File: src/rtl/snes_nes_pad_bridge.sv
// SNES-to-NES joypad bridge: synchronises and debounces the SNES button vector, adds X/Y turbo
// and SOCD cleaning, and serves it through an NES-style strobe/read shift register.
module snes_nes_pad_bridge #(
    parameter int DEBOUNCE_CYCLES = 4096,
    parameter int TURBO_DIV       = 833333,
    parameter bit SOCD_CLEAN      = 1'b1
) (
    input  logic        CLOCK,
    input  logic        RESET_N,
    input  logic [11:0] BUTTONS,
    input  logic        STROBE,
    input  logic        RD_STB,
    output logic        DOUT,
    output logic [7:0]  PAD_STATE
);

    localparam int DBW = (DEBOUNCE_CYCLES > 1) ? $clog2(DEBOUNCE_CYCLES) : 1;
    localparam int TW  = (TURBO_DIV > 1) ? $clog2(TURBO_DIV) : 1;
    localparam logic [DBW-1:0] DB_LAST    = DBW'(DEBOUNCE_CYCLES - 1);
    localparam logic [TW-1:0]  TURBO_LAST = TW'(TURBO_DIV - 1);

    localparam int BTN_B      = 0;
    localparam int BTN_Y      = 1;
    localparam int BTN_SELECT = 2;
    localparam int BTN_START  = 3;
    localparam int BTN_UP     = 4;
    localparam int BTN_DOWN   = 5;
    localparam int BTN_LEFT   = 6;
    localparam int BTN_RIGHT  = 7;
    localparam int BTN_A      = 8;
    localparam int BTN_X      = 9;

    typedef enum logic [1:0] {
        ST_LOAD  = 2'd0,
        ST_SHIFT = 2'd1,
        ST_DONE  = 2'd2
    } state_t;

    logic [11:0]    sync1_q, sync2_q;
    logic [11:0]    cand_q, cand_d;
    logic [11:0]    stable_q, stable_d;
    logic [DBW-1:0] db_cnt_q, db_cnt_d;
    logic [TW-1:0]  turbo_cnt_q, turbo_cnt_d;
    logic           phase_q, phase_d;
    logic [7:0]     map_c;
    logic [7:0]     pad_q;
    state_t         state_q, state_d;
    logic [7:0]     shreg_q, shreg_d;
    logic [3:0]     rd_cnt_q, rd_cnt_d;
    logic           dout_q, dout_d;
    logic           up_c, down_c, left_c, right_c;
    logic           nes_a_c, nes_b_c;
    logic           unused_shoulders;

    // TL/TR are carried through sync/debounce but never reach the NES pad.
    assign unused_shoulders = ^stable_q[11:10];

    always_comb begin
        cand_d   = cand_q;
        stable_d = stable_q;
        db_cnt_d = db_cnt_q;
        if (sync2_q != cand_q) begin
            cand_d   = sync2_q;
            db_cnt_d = '0;
        end else if (db_cnt_q == DB_LAST) begin
            stable_d = cand_q;
        end else begin
            db_cnt_d = db_cnt_q + 1'b1;
        end
    end

    always_comb begin
        turbo_cnt_d = turbo_cnt_q + 1'b1;
        phase_d     = phase_q;
        if (turbo_cnt_q == TURBO_LAST) begin
            turbo_cnt_d = '0;
            phase_d     = ~phase_q;
        end
    end

    always_comb begin
        up_c    = stable_q[BTN_UP];
        down_c  = stable_q[BTN_DOWN];
        left_c  = stable_q[BTN_LEFT];
        right_c = stable_q[BTN_RIGHT];
        if (SOCD_CLEAN && up_c && down_c) begin
            up_c   = 1'b0;
            down_c = 1'b0;
        end
        if (SOCD_CLEAN && left_c && right_c) begin
            left_c  = 1'b0;
            right_c = 1'b0;
        end
        nes_a_c = stable_q[BTN_A] | (stable_q[BTN_X] & phase_q);
        nes_b_c = stable_q[BTN_B] | (stable_q[BTN_Y] & phase_q);
        map_c   = {right_c, left_c, down_c, up_c,
                   stable_q[BTN_START], stable_q[BTN_SELECT], nes_b_c, nes_a_c};
    end

    // A strobe always wins over a read pulse; reads shift in 1s so bits 8+ read as pressed.
    always_comb begin
        state_d  = state_q;
        shreg_d  = shreg_q;
        rd_cnt_d = rd_cnt_q;
        if (STROBE) begin
            state_d  = ST_LOAD;
            shreg_d  = map_c;
            rd_cnt_d = '0;
        end else begin
            case (state_q)
                ST_LOAD: begin
                    state_d = ST_SHIFT;
                end
                ST_SHIFT: begin
                    if (RD_STB) begin
                        shreg_d  = {1'b1, shreg_q[7:1]};
                        rd_cnt_d = rd_cnt_q + 1'b1;
                        if (rd_cnt_q == 4'd7) begin
                            state_d = ST_DONE;
                        end
                    end
                end
                ST_DONE: begin
                    state_d = ST_DONE;
                end
                default: begin
                    state_d = ST_LOAD;
                end
            endcase
        end
        dout_d = (rd_cnt_d >= 4'd8) ? 1'b1 : shreg_d[0];
    end

    always_ff @(posedge CLOCK or negedge RESET_N) begin
        if (!RESET_N) begin
            sync1_q     <= '0;
            sync2_q     <= '0;
            cand_q      <= '0;
            stable_q    <= '0;
            db_cnt_q    <= '0;
            turbo_cnt_q <= '0;
            phase_q     <= 1'b0;
            pad_q       <= '0;
            state_q     <= ST_LOAD;
            shreg_q     <= '0;
            rd_cnt_q    <= '0;
            dout_q      <= 1'b0;
        end else begin
            sync1_q     <= BUTTONS;
            sync2_q     <= sync1_q;
            cand_q      <= cand_d;
            stable_q    <= stable_d;
            db_cnt_q    <= db_cnt_d;
            turbo_cnt_q <= turbo_cnt_d;
            phase_q     <= phase_d;
            pad_q       <= map_c;
            state_q     <= state_d;
            shreg_q     <= shreg_d;
            rd_cnt_q    <= rd_cnt_d;
            dout_q      <= dout_d;
        end
    end

    assign DOUT      = dout_q;
    assign PAD_STATE = pad_q;

endmodule
File: config.mk
export PLATFORM = sky130hd
export DESIGN_NAME = snes_nes_pad_bridge
export DESIGN_NICKNAME = d
export VERILOG_FILES = /design/src/rtl/snes_nes_pad_bridge.sv
export SDC_FILE = /design/constraint.sdc
export NUM_CORES = 1
export LEC_CHECK = 0
export BUFFER_PORTS_ARGS = -buffer_cell sky130_fd_sc_hd__buf_2
export CAP_MARGIN = 20
export CORE_MARGIN = 2
export CORE_UTILIZATION = 59
export DETAILED_ROUTE_END_ITERATION = 7
export PLACE_DENSITY = 0.8
export SETUP_SLACK_MARGIN = 0.02
export SLEW_MARGIN = 10
export SYNTH_ARGS = -nofsm -noshare
export SYNTH_HDL_FRONTEND = slang
export SYNTH_SLANG_ARGS = --single-unit
File: constraint.sdc
create_clock -name CLOCK -period 2.58 [get_ports CLOCK]
set_clock_uncertainty 0.15 [all_clocks]
set_input_delay 0.516 -clock CLOCK [delete_from_list [all_inputs] [get_ports CLOCK]]
set_output_delay 0.516 -clock CLOCK [all_outputs]
set_load 0.1 [all_outputs]
# Yosys cells after proc, flatten, opt, wreduce, memory -nomap -nowiden
# Index checks and enable logic that the tools add are counted.
# word_totals
inputBits,16
out_inout_bits,9
reg_bits,102
wordCells,58
# classes
n_lt_le_gt_ge,1
n_eq_ne,9
n_reduce_logical,8
muxes,18
bitwise_logic,6
add_sub_neg,3
# op_table
cell,count
2-to-1 mux 12 bit,2
2-to-1 mux 8 bit,3
adder 20 x 1 -> 20 bit (second input constant),1
equality test 20 bit (second input constant),1
2-to-1 mux 20 bit,1
adder 12 x 1 -> 12 bit (second input constant),1
equality test 12 bit (second input constant),1
2-to-1 mux 4 bit,3
inequality test 12 bit,1
2-to-1 mux 2 bit,3
inequality test 3 bit (second input constant),2
one-hot mux 2 bit (3 select lines),1
AND reduction 2 bit,3
2-to-1 mux 1 bit,5
adder 4 x 1 -> 4 bit (second input constant),1
equality test 4 x 3 -> 1 bit (second input constant),1
>= comparator 4 bit (second input constant),1
nonzero test 2 bit,2
bitwise AND 1 bit,2
equality test 2 x 1 -> 1 bit (second input constant),1
equality test 2 bit (second input constant),1
logical AND 1 bit,2
logical NOT 2 bit,1
inequality test 2 bit (second input constant),1
other kinds (2),4

# Longest topological paths before layout
# logic_depth
depth_word,6
ltp_mapped,7

# Worst setup path before layout
# Ideal clock, no wire load.
# synth_path
kind,reg-to-reg
from,register turbo_cnt_q[11]
to,register turbo_cnt_q[4]
path_stages_with_launch,6
setup_time_ns,0.119
slack_ns,0.684
t_arrival_ns,1.627
n_path_buf,1
cell_sequence,dfrtp_1 > nand4b_1 > or4_1 > nor3_1 > buf_4 > nor2_1
# synth_between
elab_chain_cells,2
# synth_rtl
element,line_no,text
start: declaration,43,"logic [TW-1:0] turbo_cnt_q, turbo_cnt_d;"
start signal: assignment,154,turbo_cnt_q <= turbo_cnt_d;
equality test 20 bit,75,if (turbo_cnt_q == TURBO_LAST) begin
2-to-1 mux 20 bit,75,
named net turbo_cnt_d[4],43,
# The timed path passes the listed nets, and every way through them passes these cells.
# A chain may end at the register's enable or synchronous reset.

# Worst setup path after layout
# layout_path
from,register db_cnt_q[0]
to,register stable_q[1]
# layout_between
elab_chain_cells,2
# layout_rtl
element,line_no,text
start: declaration,42,"logic [DBW-1:0] db_cnt_q, db_cnt_d;"
start signal: assignment,153,db_cnt_q <= db_cnt_d;
equality test 12 bit,65,end else if (db_cnt_q == DB_LAST) begin
AND reduction 2 bit (no source line),n/a,
end signal: assignment,152,stable_q <= stable_d;
end: declaration,41,"logic [11:0] stable_q, stable_d;"
# Every way passes these cells.

==> run_results.csv <==
group,metric,value,unit
outcome,status,"finished clean",
finish,num-nets-final,381,
clocking,holdBufCountCts,0,
power_and_ir_drop,p_leak,2.137,nW
finish,diodes,0,
clocking,cts_tree,"built",
placement,place_inst,428,
drt,drt-initial-drc-count,89,
finish,fin_cells,443,
worst_setup_path,critPathKind,"flip-flop to flip-flop",
clocking,insertion_delay,0.35,ns
synthesis,muxShareOfSynthArea,5.746,%
worst_setup_path,reg2reg_to,"stable_q[1]$_DFFE_PN0P_",
synthesis,yosysTopAreaCell,"dfrtp_1",
synthesis,synthFlopType,"dfrtp_1",
die,ioPinCount,25,
timing,finalHoldViolCount,0,
timing,post-route-min-period,2.221,ns
die,coreArea,6719,um2
timing,finalCritPeriodShare,86.10,%
synthesis,synth.avg_cell_area,12.05,um2
synthesis,synth-xor-area-share,6.704,%
power_and_ir_drop,share_comb_of_total_power,6.3,%
die,fp-row-count,30,
power_and_ir_drop,sw_frac_of_total,21.98,%
die,dieWidth,86.86,um
power_and_ir_drop,clockPowerShare,36.5,%
synthesis,ys_warn_count,0,
worst_setup_path,rrSetupSlack,0.36,ns
timing,rsz0062_at_grt,"false",
clocking,numCtsBuffers,9,
global_routing,grtUsageTotal,19.44,%
synthesis,synth_top_family_by_area,"simple AND/OR/NAND/NOR gates",
timing,hold-worst-slack,0.03042,ns
worst_setup_path,r2r_start,"db_cnt_q[0]$_DFFE_PN0N_",
finish,area_delta_synth_final,10.63,%
synthesis,synth_area,4050,um2
power_and_ir_drop,p_int,2.292,mW
synthesis,ys_seq_area_share,63.02,%
global_routing,grt_pass1_wl,11350,um
timing,setup_viol,0,
drt,vias_per_cell,5.688,
timing,slew_viol_final,0,
worst_setup_path,crit_fanout,10,
power_and_ir_drop,total_power,2.938,mW
drt,drc,0,
synthesis,synth_cells,336,
clocking,cts_max_path_buffers,2,
synthesis,syn_nets,358,
synthesis,synth_fa_ha_area_share,1.854,%
finish,drive_gt1_share,17.36,%
power_and_ir_drop,p_sw,645.9,uW
timing,max_freq,0.4502,GHz
clocking,htreeDepth,3,
worst_setup_path,crit_required,2.67,ns
power_and_ir_drop,power_density,655.8,nW/um2
synthesis,yosys-top-cells-area,"dfrtp_1 63%, xor2_1 4.5%, mux2i_1 3.0%, mux2_2 2.8%, nand3_1 2.5%",
worst_setup_path,crit_path_end_kind,"flip-flop",
placement,dpl.hpwl,4580,um
clocking,cts_resized,0,
min_path,hold_class,"input pin to async pin",
synthesis,synth_compound_area_share,4.449,%
worst_setup_path,endpoint,"stable_q[1]$_DFFE_PN0P_",
die,start_util,60.28,%
drt,drt_pre_antenna_iters,4,
placement,place_congestion,0.8096,
drt,vias,2520,
run,cap_violations,0,
worst_setup_path,startpoint,"db_cnt_q[0]$_DFFE_PN0N_",
global_routing,first_global_vias,2531,
die,die_h,86.86,um
drt,antenna_left,0,
worst_setup_path,cp-start-kind,"flip-flop",
clocking,path_clk_slew,0.09,ns
placement,port-buffer-count,24,
power_and_ir_drop,pwr-share-seq,57.2,%
clocking,post_cts_buffers,0,
clocking,cts_root_buffer,"clkbuf_8",
synthesis,yosys.area_share.simple,15.48,%
global_routing,overflow,0,
power_and_ir_drop,ir_drop,0.3783,mV
worst_setup_path,ff2ff_path_depth,5,
drt,detail_route.wl_per_cell,14.69,um
drt,wirelength,6509,um
synthesis,yosysUniqueCellTypes,35,
global_routing,antenna_found_initial,0,
synthesis,synthArstFlopShare,100.0,%
timing,worst_pin_slew,0.6380,ns
finish,fill_cells,493,
clocking,clock_sinks,102,
timing,tns,0,ns
synthesis,yosysTopAreaCellShare,63.02,%
worst_setup_path,worstPathArrival,2.31,ns
synthesis,synth_edf_count,0,
global_routing,grt_max_degree,52,
die,dieArea,7544,um2
synthesis,synth_seq_cells,102,
timing,relSlewSlack,57.47,%
## per-stage QoR
step | cell area, um2 | setup WS, ns | util (%)
floorplan | 4050 | 0.6842 | -
global placement | 4260 | 0.4264 | 63.41
detailed placement | 4260 | 0.3938 | 63.41
CTS | 4481 | 0.3574 | 66.69
global route | 4481 | 0.2023 | 66.69
finish | 4481 | 0.3586 | 66.69
## critical path, cell delays in order, from the launching register on
cell and delay [ns]:
dfrtp_1 0.44, ha_1 0.22, nand2_1 0.17, nor4_1 0.39, nand4_2 0.35, mux2_2 0.39
## power groups by stage
stage | Combinational [mW] | Clock [mW] | Sequential, mW
after floorplan | 0.114 | 0 | 1.70
after global placement | 0.175 | 0 | 1.71
after detailed placement | 0.189 | 0 | 1.71
after CTS | 0.190 | 1.10 | 1.68
after global routing | 0.211 | 1.16 | 1.69
final | 0.184 | 1.07 | 1.68
## final cells by class
type | instances | area, um2 | area share, %
well taps | 80 | 100.1 | 2.234
repair buffers | 31 | 187.7 | 4.189
clock buffers | 10 | 137.6 | 3.072
flip-flops and latches | 102 | 2552 | 56.97
inverters | 9 | 33.78 | 0.7540
clock inverters | 5 | 82.58 | 1.843
multi-input cells | 206 | 1386 | 30.94
## worst min-delay path by stage
stage / from / endpoint / slack, ns
after floorplan: RESET_N / DOUT$_DFF_PN0_ / 0.07
after global placement: sync1_q[7]$_DFF_PN0_ / sync2_q[7]$_DFF_PN0_ / 0.19
after detailed placement: sync1_q[4]$_DFF_PN0_ / sync2_q[4]$_DFF_PN0_ / 0.19
after CTS: RESET_N / DOUT$_DFF_PN0_ / 0.05
after global routing: RESET_N / DOUT$_DFF_PN0_ / 0.07
final: RESET_N / DOUT$_DFF_PN0_ / 0.03
## layer usage
layer	vias to the layer above	track usage [%]	wire (um)
li1	1194	-	-
met1	1273	25.49	2873
met2	43	32.41	3343
met3	10	3.981	194
met4	0	6.818	97
met5	-	0	0
## logic make-up (layout without fill, tap and decap cells)
family                   after synthesis  after routing
XOR/XNOR                              31             31
multiplexers                          22             22
AO/OA/AOI/OAI                         32             32
adder cells (fa/ha/maj)                6              6
AND/OR/NAND/NOR                      115            115
flip-flops                           102            102
buffers and inverters                 28             55
## synthesized netlist by cell type (2+ instances only)
cell type and count:
dfrtp_1 102, nor2_1 25, xor2_1 21, nand3_1 20, nand2_1 19, clkbuf_1 15
o21ai_0 15, mux2i_1 12, mux2_2 10, nor3_1 10, nor4_1 10, xnor2_1 10
a21oi_1 9, inv_1 9, ha_1 6, or3_1 6, nor2b_1 5, o31ai_1 4
nand3b_1 3, nand4_2 3, a211oi_1 2, a21o_1 2, and3_1 2, nand4_1 2
nand4b_1 2, or2_2 2, or4_1 2
## sequential cells by signal, indices dropped and copies added, names as in the netlist, 4 cells and up
signal       count
turbo_cnt_q     20
cand_q          12
db_cnt_q        12
sync1_q         12
sync2_q         12
stable_q        10
PAD_STATE        8
shreg_q          8
rd_cnt_q         4
## layout by cell type (no fill, tap or decap), drive strengths merged, types with 3 or more instances in the layout
| cell type | instances |
|---|---|
| dfrtp | 102 |
| buf | 31 |
| nor2 | 25 |
| xor2 | 21 |
| nand3 | 20 |
| nand2 | 19 |
| o21ai | 15 |
| mux2i | 12 |
| nor3 | 10 |
| nor4 | 10 |
| xnor2 | 10 |
| mux2 | 10 |
| clkbuf | 10 |
| inv | 10 |
| a21oi | 9 |
| or3 | 6 |
| ha | 6 |
| nand4 | 6 |
| nor2b | 5 |
| o31ai | 4 |
| nand3b | 3 |
| or4 | 3 |
Power figures use the tool's default switching activity.
